==> src/rtl/approx_bist_pkg.sv <==
// Shared types and width helpers for the approximate-multiplier sweep BIST.
package approx_bist_pkg;

  typedef enum logic [1:0] {
    ST_IDLE,
    ST_SWEEP,
    ST_DRAIN,
    ST_DONE
  } state_e;

  function automatic int unsigned prod_w(input int unsigned width);
    return 2 * width;
  endfunction

  function automatic int unsigned cnt_w(input int unsigned width);
    return 2 * width + 1;
  endfunction

  function automatic int unsigned sum_w(input int unsigned width);
    return 4 * width;
  endfunction

endpackage

==> src/rtl/bist_delay_line.sv <==
// Fixed-latency pipe aligning {valid, exact product} with the external multiplier output.
module bist_delay_line #(
  parameter int unsigned DEPTH  = 0,
  parameter int unsigned DATA_W = 1
) (
  input  logic              clk,
  input  logic              rst_n,
  input  logic [DATA_W-1:0] din,
  output logic [DATA_W-1:0] dout
);

  generate
    if (DEPTH == 0) begin : g_wire
      logic unused_ctl;
      assign unused_ctl = clk ^ rst_n;
      assign dout       = din;
    end else begin : g_pipe
      logic [DATA_W-1:0] pipe_q [DEPTH];
      logic [DATA_W-1:0] pipe_d [DEPTH];

      always_comb begin
        pipe_d[0] = din;
        for (int unsigned i = 1; i < DEPTH; i++) begin
          pipe_d[i] = pipe_q[i-1];
        end
      end

      always_ff @(posedge clk) begin
        if (!rst_n) begin
          for (int unsigned i = 0; i < DEPTH; i++) begin
            pipe_q[i] <= '0;
          end
        end else begin
          pipe_q <= pipe_d;
        end
      end

      assign dout = pipe_q[DEPTH-1];
    end
  endgenerate

endmodule

==> src/rtl/approx_mul_sweep_bist.sv <==
// Exhaustive operand sweep and product checker for an external multiplier.
// Define APPROX_BIST_ERR_STATS_EN to build the sum_ed/max_ed error-distance accumulators.
module approx_mul_sweep_bist
  import approx_bist_pkg::*;
#(
  parameter int unsigned WIDTH   = 8,
  parameter int unsigned MUL_LAT = 0
) (
  input  logic                 clk,
  input  logic                 rst_n,
  input  logic                 start,
  output logic                 busy,
  output logic                 done,
  output logic [WIDTH-1:0]     op_a,
  output logic [WIDTH-1:0]     op_b,
  output logic                 op_valid,
  input  logic [2*WIDTH-1:0]   prod_in,
  output logic [2*WIDTH:0]     correct_cnt,
  output logic [2*WIDTH:0]     err_cnt,
  output logic [4*WIDTH-1:0]   sum_ed,
  output logic [2*WIDTH-1:0]   max_ed
);

  localparam int unsigned PROD_W  = prod_w(WIDTH);
  localparam int unsigned CNT_W   = cnt_w(WIDTH);
  localparam int unsigned SUM_W   = sum_w(WIDTH);
  localparam logic [15:0] DRAIN_LAST = (MUL_LAT > 0) ? 16'(MUL_LAT - 1) : '0;

  state_e             state_q, state_d;
  logic [WIDTH-1:0]   op_a_q, op_a_d;
  logic [WIDTH-1:0]   op_b_q, op_b_d;
  logic               op_valid_q, op_valid_d;
  logic               busy_q, busy_d;
  logic               done_q, done_d;
  logic [15:0]        drain_q, drain_d;
  logic [CNT_W-1:0]   correct_q, correct_d;
  logic [CNT_W-1:0]   err_q, err_d;

  logic [PROD_W-1:0]  exact;
  logic               dly_valid;
  logic [PROD_W-1:0]  dly_exact;
  logic               start_sweep;

  assign exact       = PROD_W'(op_a_q) * PROD_W'(op_b_q);
  assign start_sweep = (state_q == ST_IDLE) && start;

  bist_delay_line #(
    .DEPTH  (MUL_LAT),
    .DATA_W (PROD_W + 1)
  ) u_dly (
    .clk   (clk),
    .rst_n (rst_n),
    .din   ({op_valid_q, exact}),
    .dout  ({dly_valid, dly_exact})
  );

  always_comb begin
    state_d    = state_q;
    op_a_d     = op_a_q;
    op_b_d     = op_b_q;
    op_valid_d = 1'b0;
    drain_d    = drain_q;
    case (state_q)
      ST_IDLE: begin
        if (start) begin
          state_d    = ST_SWEEP;
          op_a_d     = '0;
          op_b_d     = '0;
          op_valid_d = 1'b1;
        end
      end
      ST_SWEEP: begin
        if (&{op_a_q, op_b_q}) begin
          drain_d = '0;
          state_d = (MUL_LAT > 0) ? ST_DRAIN : ST_DONE;
        end else begin
          op_valid_d = 1'b1;
          op_b_d     = op_b_q + 1'b1;
          if (&op_b_q) begin
            op_a_d = op_a_q + 1'b1;
          end
        end
      end
      ST_DRAIN: begin
        if (drain_q == DRAIN_LAST) begin
          state_d = ST_DONE;
        end else begin
          drain_d = drain_q + 1'b1;
        end
      end
      ST_DONE:  state_d = ST_IDLE;
      default:  state_d = ST_IDLE;
    endcase
    busy_d = (state_d != ST_IDLE);
    done_d = (state_d == ST_DONE);
  end

  always_comb begin
    correct_d = correct_q;
    err_d     = err_q;
    if (start_sweep) begin
      correct_d = '0;
      err_d     = '0;
    end else if (dly_valid) begin
      if (prod_in == dly_exact) begin
        correct_d = correct_q + 1'b1;
      end else begin
        err_d = err_q + 1'b1;
      end
    end
  end

  always_ff @(posedge clk) begin
    if (!rst_n) begin
      state_q    <= ST_IDLE;
      op_a_q     <= '0;
      op_b_q     <= '0;
      op_valid_q <= 1'b0;
      busy_q     <= 1'b0;
      done_q     <= 1'b0;
      drain_q    <= '0;
      correct_q  <= '0;
      err_q      <= '0;
    end else begin
      state_q    <= state_d;
      op_a_q     <= op_a_d;
      op_b_q     <= op_b_d;
      op_valid_q <= op_valid_d;
      busy_q     <= busy_d;
      done_q     <= done_d;
      drain_q    <= drain_d;
      correct_q  <= correct_d;
      err_q      <= err_d;
    end
  end

`ifdef APPROX_BIST_ERR_STATS_EN
  logic [PROD_W-1:0] ed;
  logic [SUM_W:0]    sum_ext;
  logic [SUM_W-1:0]  sum_ed_q, sum_ed_d;
  logic [PROD_W-1:0] max_ed_q, max_ed_d;

  // Unsigned magnitude of the difference; the wider sum carry drives saturation.
  always_comb begin
    ed       = (prod_in >= dly_exact) ? (prod_in - dly_exact) : (dly_exact - prod_in);
    sum_ext  = {1'b0, sum_ed_q} + (SUM_W + 1)'(ed);
    sum_ed_d = sum_ed_q;
    max_ed_d = max_ed_q;
    if (start_sweep) begin
      sum_ed_d = '0;
      max_ed_d = '0;
    end else if (dly_valid) begin
      sum_ed_d = sum_ext[SUM_W] ? '1 : sum_ext[SUM_W-1:0];
      if (ed > max_ed_q) begin
        max_ed_d = ed;
      end
    end
  end

  always_ff @(posedge clk) begin
    if (!rst_n) begin
      sum_ed_q <= '0;
      max_ed_q <= '0;
    end else begin
      sum_ed_q <= sum_ed_d;
      max_ed_q <= max_ed_d;
    end
  end

  assign sum_ed = sum_ed_q;
  assign max_ed = max_ed_q;
`else
  assign sum_ed = '0;
  assign max_ed = '0;
`endif

  assign busy        = busy_q;
  assign done        = done_q;
  assign op_a        = op_a_q;
  assign op_b        = op_b_q;
  assign op_valid    = op_valid_q;
  assign correct_cnt = correct_q;
  assign err_cnt     = err_q;

endmodule

==> config.mk <==
export PLATFORM = sky130hd
export DESIGN_NAME = approx_mul_sweep_bist
export DESIGN_NICKNAME = d
export VERILOG_FILES = /design/src/rtl/approx_bist_pkg.sv /design/src/rtl/bist_delay_line.sv /design/src/rtl/approx_mul_sweep_bist.sv
export SDC_FILE = /design/constraint.sdc
export NUM_CORES = 1
export LEC_CHECK = 0
export ABC_CLOCK_PERIOD_IN_PS = 6900
export CORE_MARGIN = 1
export CORE_UTILIZATION = 45
export CTS_CLUSTER_SIZE = 28
export DETAILED_ROUTE_END_ITERATION = 7
export PLACE_DENSITY = 0.7
export SLEW_MARGIN = 20
export SYNTH_ARGS = -nofsm -noshare
export SYNTH_HDL_FRONTEND = slang
export SYNTH_HIERARCHICAL = 1
export SYNTH_SLANG_ARGS = --single-unit
export TNS_END_PERCENT = 1
==> constraint.sdc <==
create_clock -name clk -period 6.9 [get_ports clk]
set_input_delay 1.035 -clock clk [delete_from_list [all_inputs] [get_ports clk]]
set_output_delay 1.035 -clock clk [all_outputs]
set_load 0.02 [all_outputs]
==> flow_summary.json <==
{
  "run_status": "finished, final reports clean",
  "hold_ws_ns": 0.486,
  "grt_overflow": 0,
  "min_path_type": "flip-flop to flip-flop",
  "final_cell_mix": "clkdlybuf4s50_1, dfxtp_1, nor2_1, inv_1, and2_1",
  "drive_gt1_frac": 0.0499,
  "synth_area_um2": 6130,
  "p_leak_nw": 2.98,
  "drt_iter0_drc": 317,
  "antenna_left": 0,
  "antenna_found_initial": 0,
  "fill_cells": 1230,
  "crit_path_frequent_cell": "fa_1",
  "clock_skew_ns": 0.00908,
  "r2r_start": "op_a[1]",
  "finalPower_mw": 1.03,
  "slew_headroom": 0.427,
  "portBuffers": 71,
  "cts_root_buffer": "clkbuf_16",
  "critPathCaptureType": "flip-flop",
  "cts-htree-levels": 3,
  "first_pass_iters": 4,
  "path_max_fanout": 14,
  "die_y_um": 119,
  "synthArstFlopShare": 0,
  "hpwl_um": 10400,
  "whs_path_depth": 2,
  "crit_slowest_cell": "fa_1",
  "r2r_end": "correct_cnt[13]",
  "worstMarginPinSlew_ns": 0.850,
  "clk_pin_slew_ns": 0.06,
  "vias_per_cell": 5.18,
  "gp_congestion": 0.869,
  "placed_area_um2": 6730,
  "clock_latency_ns": 0.34,
  "wl_met2_um": 6720,
  "crit_chain": "nand2_1 > fa_1 > fa_1 > inv_1 > fa_1 > inv_1 > fa_1 > inv_1 > ha_1 > o21a_1 > o31a_1 > o41a_1 > a41oi_1 > nor2b_1 > xnor2_1 > xnor2_1 > nand4_2 > nor4_4 > buf_4 > nand4_2 > or4_1 > nand2_1",
  "fin_tns_setup_ns": 0,
  "start_kind": "flip-flop",
  "finalCritPeriodShare": 0.929,
  "fin_crit_ns": 6.41,
  "core_um2": 13200,
  "wl_um": 13500,
  "reg2regPathDepth": 22,
  "rsz0062_at_grt": "false",
  "synth-edff-count": 0,
  "timing.fmax_mhz": 156,
  "tritoncts": "done",
  "vias": 4958,
  "num_io_pins": 120,
  "switching_share": 0.236,
  "routed.top_layer": "met4",
  "critPathTopFamily": "adder cells",
  "worst-path-buf-inv": 4,
  "wl_per_cell_um": 14.1,
  "grt.total_usage": 0.203,
  "clkPwrFrac": 0.524,
  "slowest_delay_ns": 0.55,
  "seq_area_frac_synth": 0.232,
  "synth_warnings": 6,
  "die_w_um": 119,
  "setup_viol": 0,
  "clock-sinks": 71,
  "min_from": "correct_cnt[16]",
  "max_cap_violations": 0,
  "cts_hold_buf": 0,
  "finalHoldViolCount": 0,
  "drc": 0,
  "grt_pass1_vias": 4892,
  "synth_flop_cell": "dfxtp_1",
  "met3_length_um": 688,
  "grt_max_degree": 40,
  "nNetsFinal": 874,
  "pwr-share-seq": 0.405,
  "holdPathEnd": "correct_cnt[16]",
  "wl_met1_um": 5840,
  "synth.distinct_cells": 52,
  "postCtsSetupBuffers": 0,
  "setup.worst_path.class": "flip-flop to flip-flop",
  "cp.arrival_ns": 6.69,
  "dieArea_um2": 14100,
  "cp.required_ns": 7.18,
  "cts_buffers": 9,
  "powerDensity_nw_per_um2": 146,
  "netSwitchingPower_mw": 0.244,
  "slew_violations": 0,
  "cell_internal_pwr_mw": 0.789,
  "vdd_drop_max_mv": 0.171,
  "syn_to_final_growth_pct": 15.4,
  "grt_pass1_wl_um": 23300,
  "fin_area_um2": 7080,
  "avgSynthCellArea_um2": 8.41,
  "synth-seq-cells": 71,
  "num_antenna_cells": 0,
  "combinationalPowerShare": 0.070,
  "synthCells": 729,
  "ctsLongestPathBuffers": 2,
  "initial_core_util": 0.463,
  "timing.reg2reg.setup_slack_ns": 0.49,
  "floorplan.rows": 42,
  "final_common_cell": "clkdlybuf4s50_1"
}
[worst max-delay path by stage]
stage,from,slack (ns),depth (start not counted),endpoint
finish,op_a[1],0.49,22,correct_cnt[13]
global route,op_a[1],0.02,22,correct_cnt[13]
CTS,op_a[0],0.47,22,correct_cnt[13]
detailed placement,op_a[0],0.49,22,correct_cnt[13]
global placement,op_a[0],0.62,22,correct_cnt[13]
floorplan,op_b[7],0.67,24,correct_cnt[11]
[flip-flops by register name, indices dropped and copies added, names as in the netlist]
register	flops
state_q	2
drain_q	16
op_valid	1
busy	1
op_a	8
correct_cnt	17
err_cnt	17
done	1
op_b	8
[cell families after synthesis]
logic type	Yosys count	share of synthesized area
adder cells (fa/ha/maj)	78	0.203
multiplexers	1	0.00163
AO/OA/AOI/OAI	76	0.0839
other	1	0.000612
buffers and inverters	153	0.134
AND/OR/NAND/NOR	280	0.246
flip-flops	71	0.232
XOR/XNOR	69	0.0986
[repair_timing]
| item | in CTS | in global routing |
|---|---|---|
| resized for setup | 0 | 1 |
| endpoints found under the hold margin | 0 | 0 |
| setup endpoints to repair | 0 | 5 |
[area by class of cell]
cell class                      count  area [um2]  area share
Clock buffer                        9         225      0.0318
Clock inverter                      7         121      0.0171
Inverter                           60         225      0.0318
Multi-Input combinational cell    552        4060       0.574
Sequential cell                    71        1420       0.201
Tap cell                          176         220      0.0311
Timing Repair Buffer               83         801       0.113
[cell usage after synthesis (3+ instances only)]
cell,number,area share
inv_1,60,0.037
o31ai_1,5,0.0061
a21oi_1,24,0.020
or4_1,4,0.0049
nor2_1,64,0.039
nand2_1,51,0.031
buf_2,4,0.0033
nand2b_1,5,0.0051
o311a_1,3,0.0049
clkbuf_1,22,0.013
nor4b_1,7,0.010
ha_1,42,0.086
dfxtp_1,71,0.23
xnor2_1,49,0.070
xor2_1,20,0.029
o211ai_1,5,0.0061
nor3_1,13,0.011
o21a_1,4,0.0049
nand4_1,25,0.026
nand3_1,14,0.011
nor2b_1,4,0.0041
o21ai_0,17,0.014
buf_4,65,0.080
and3_1,9,0.0092
and4_1,4,0.0057
or3_1,7,0.0071
and2_1,54,0.055
nor4_1,9,0.0092
fa_1,36,0.12
[per-stage QoR]
| stage | std cells | utilization | setup slack [ns] |
|---|---|---|---|
| detailed placement | 942 | 0.508 | 0.494 |
| global placement | 942 | 0.508 | 0.621 |
| finish | 958 | 0.535 | 0.491 |
| CTS | 958 | 0.534 | 0.466 |
| global route | 958 | 0.535 | 0.0171 |
| floorplan | 776 | - | 0.667 |
[worst min-delay path, cell delays in order (launching register included)]
cell	delay (ns)
dfxtp_1	0.32
o31ai_1	0.06
a21oi_1	0.06
[per-layer routing]
layer | vias up | global-route usage
met1 | 2361 | 0.260
li1 | 2423 | -
met3 | 18 | 0.0401
met4 | 0 | 0.0657
met5 | - | 0
met2 | 156 | 0.340
[power groups by stage]
stage               Clock (mW)  Combinational [mW]  Sequential (mW)
floorplan                    0              0.0715            0.426
global placement             0              0.0712            0.428
detailed placement           0              0.0719            0.428
CTS                      0.547              0.0723            0.419
global route             0.563              0.0780            0.419
finish                   0.541              0.0725            0.419
No activity file was read; power rests on OpenSTA's default activity.
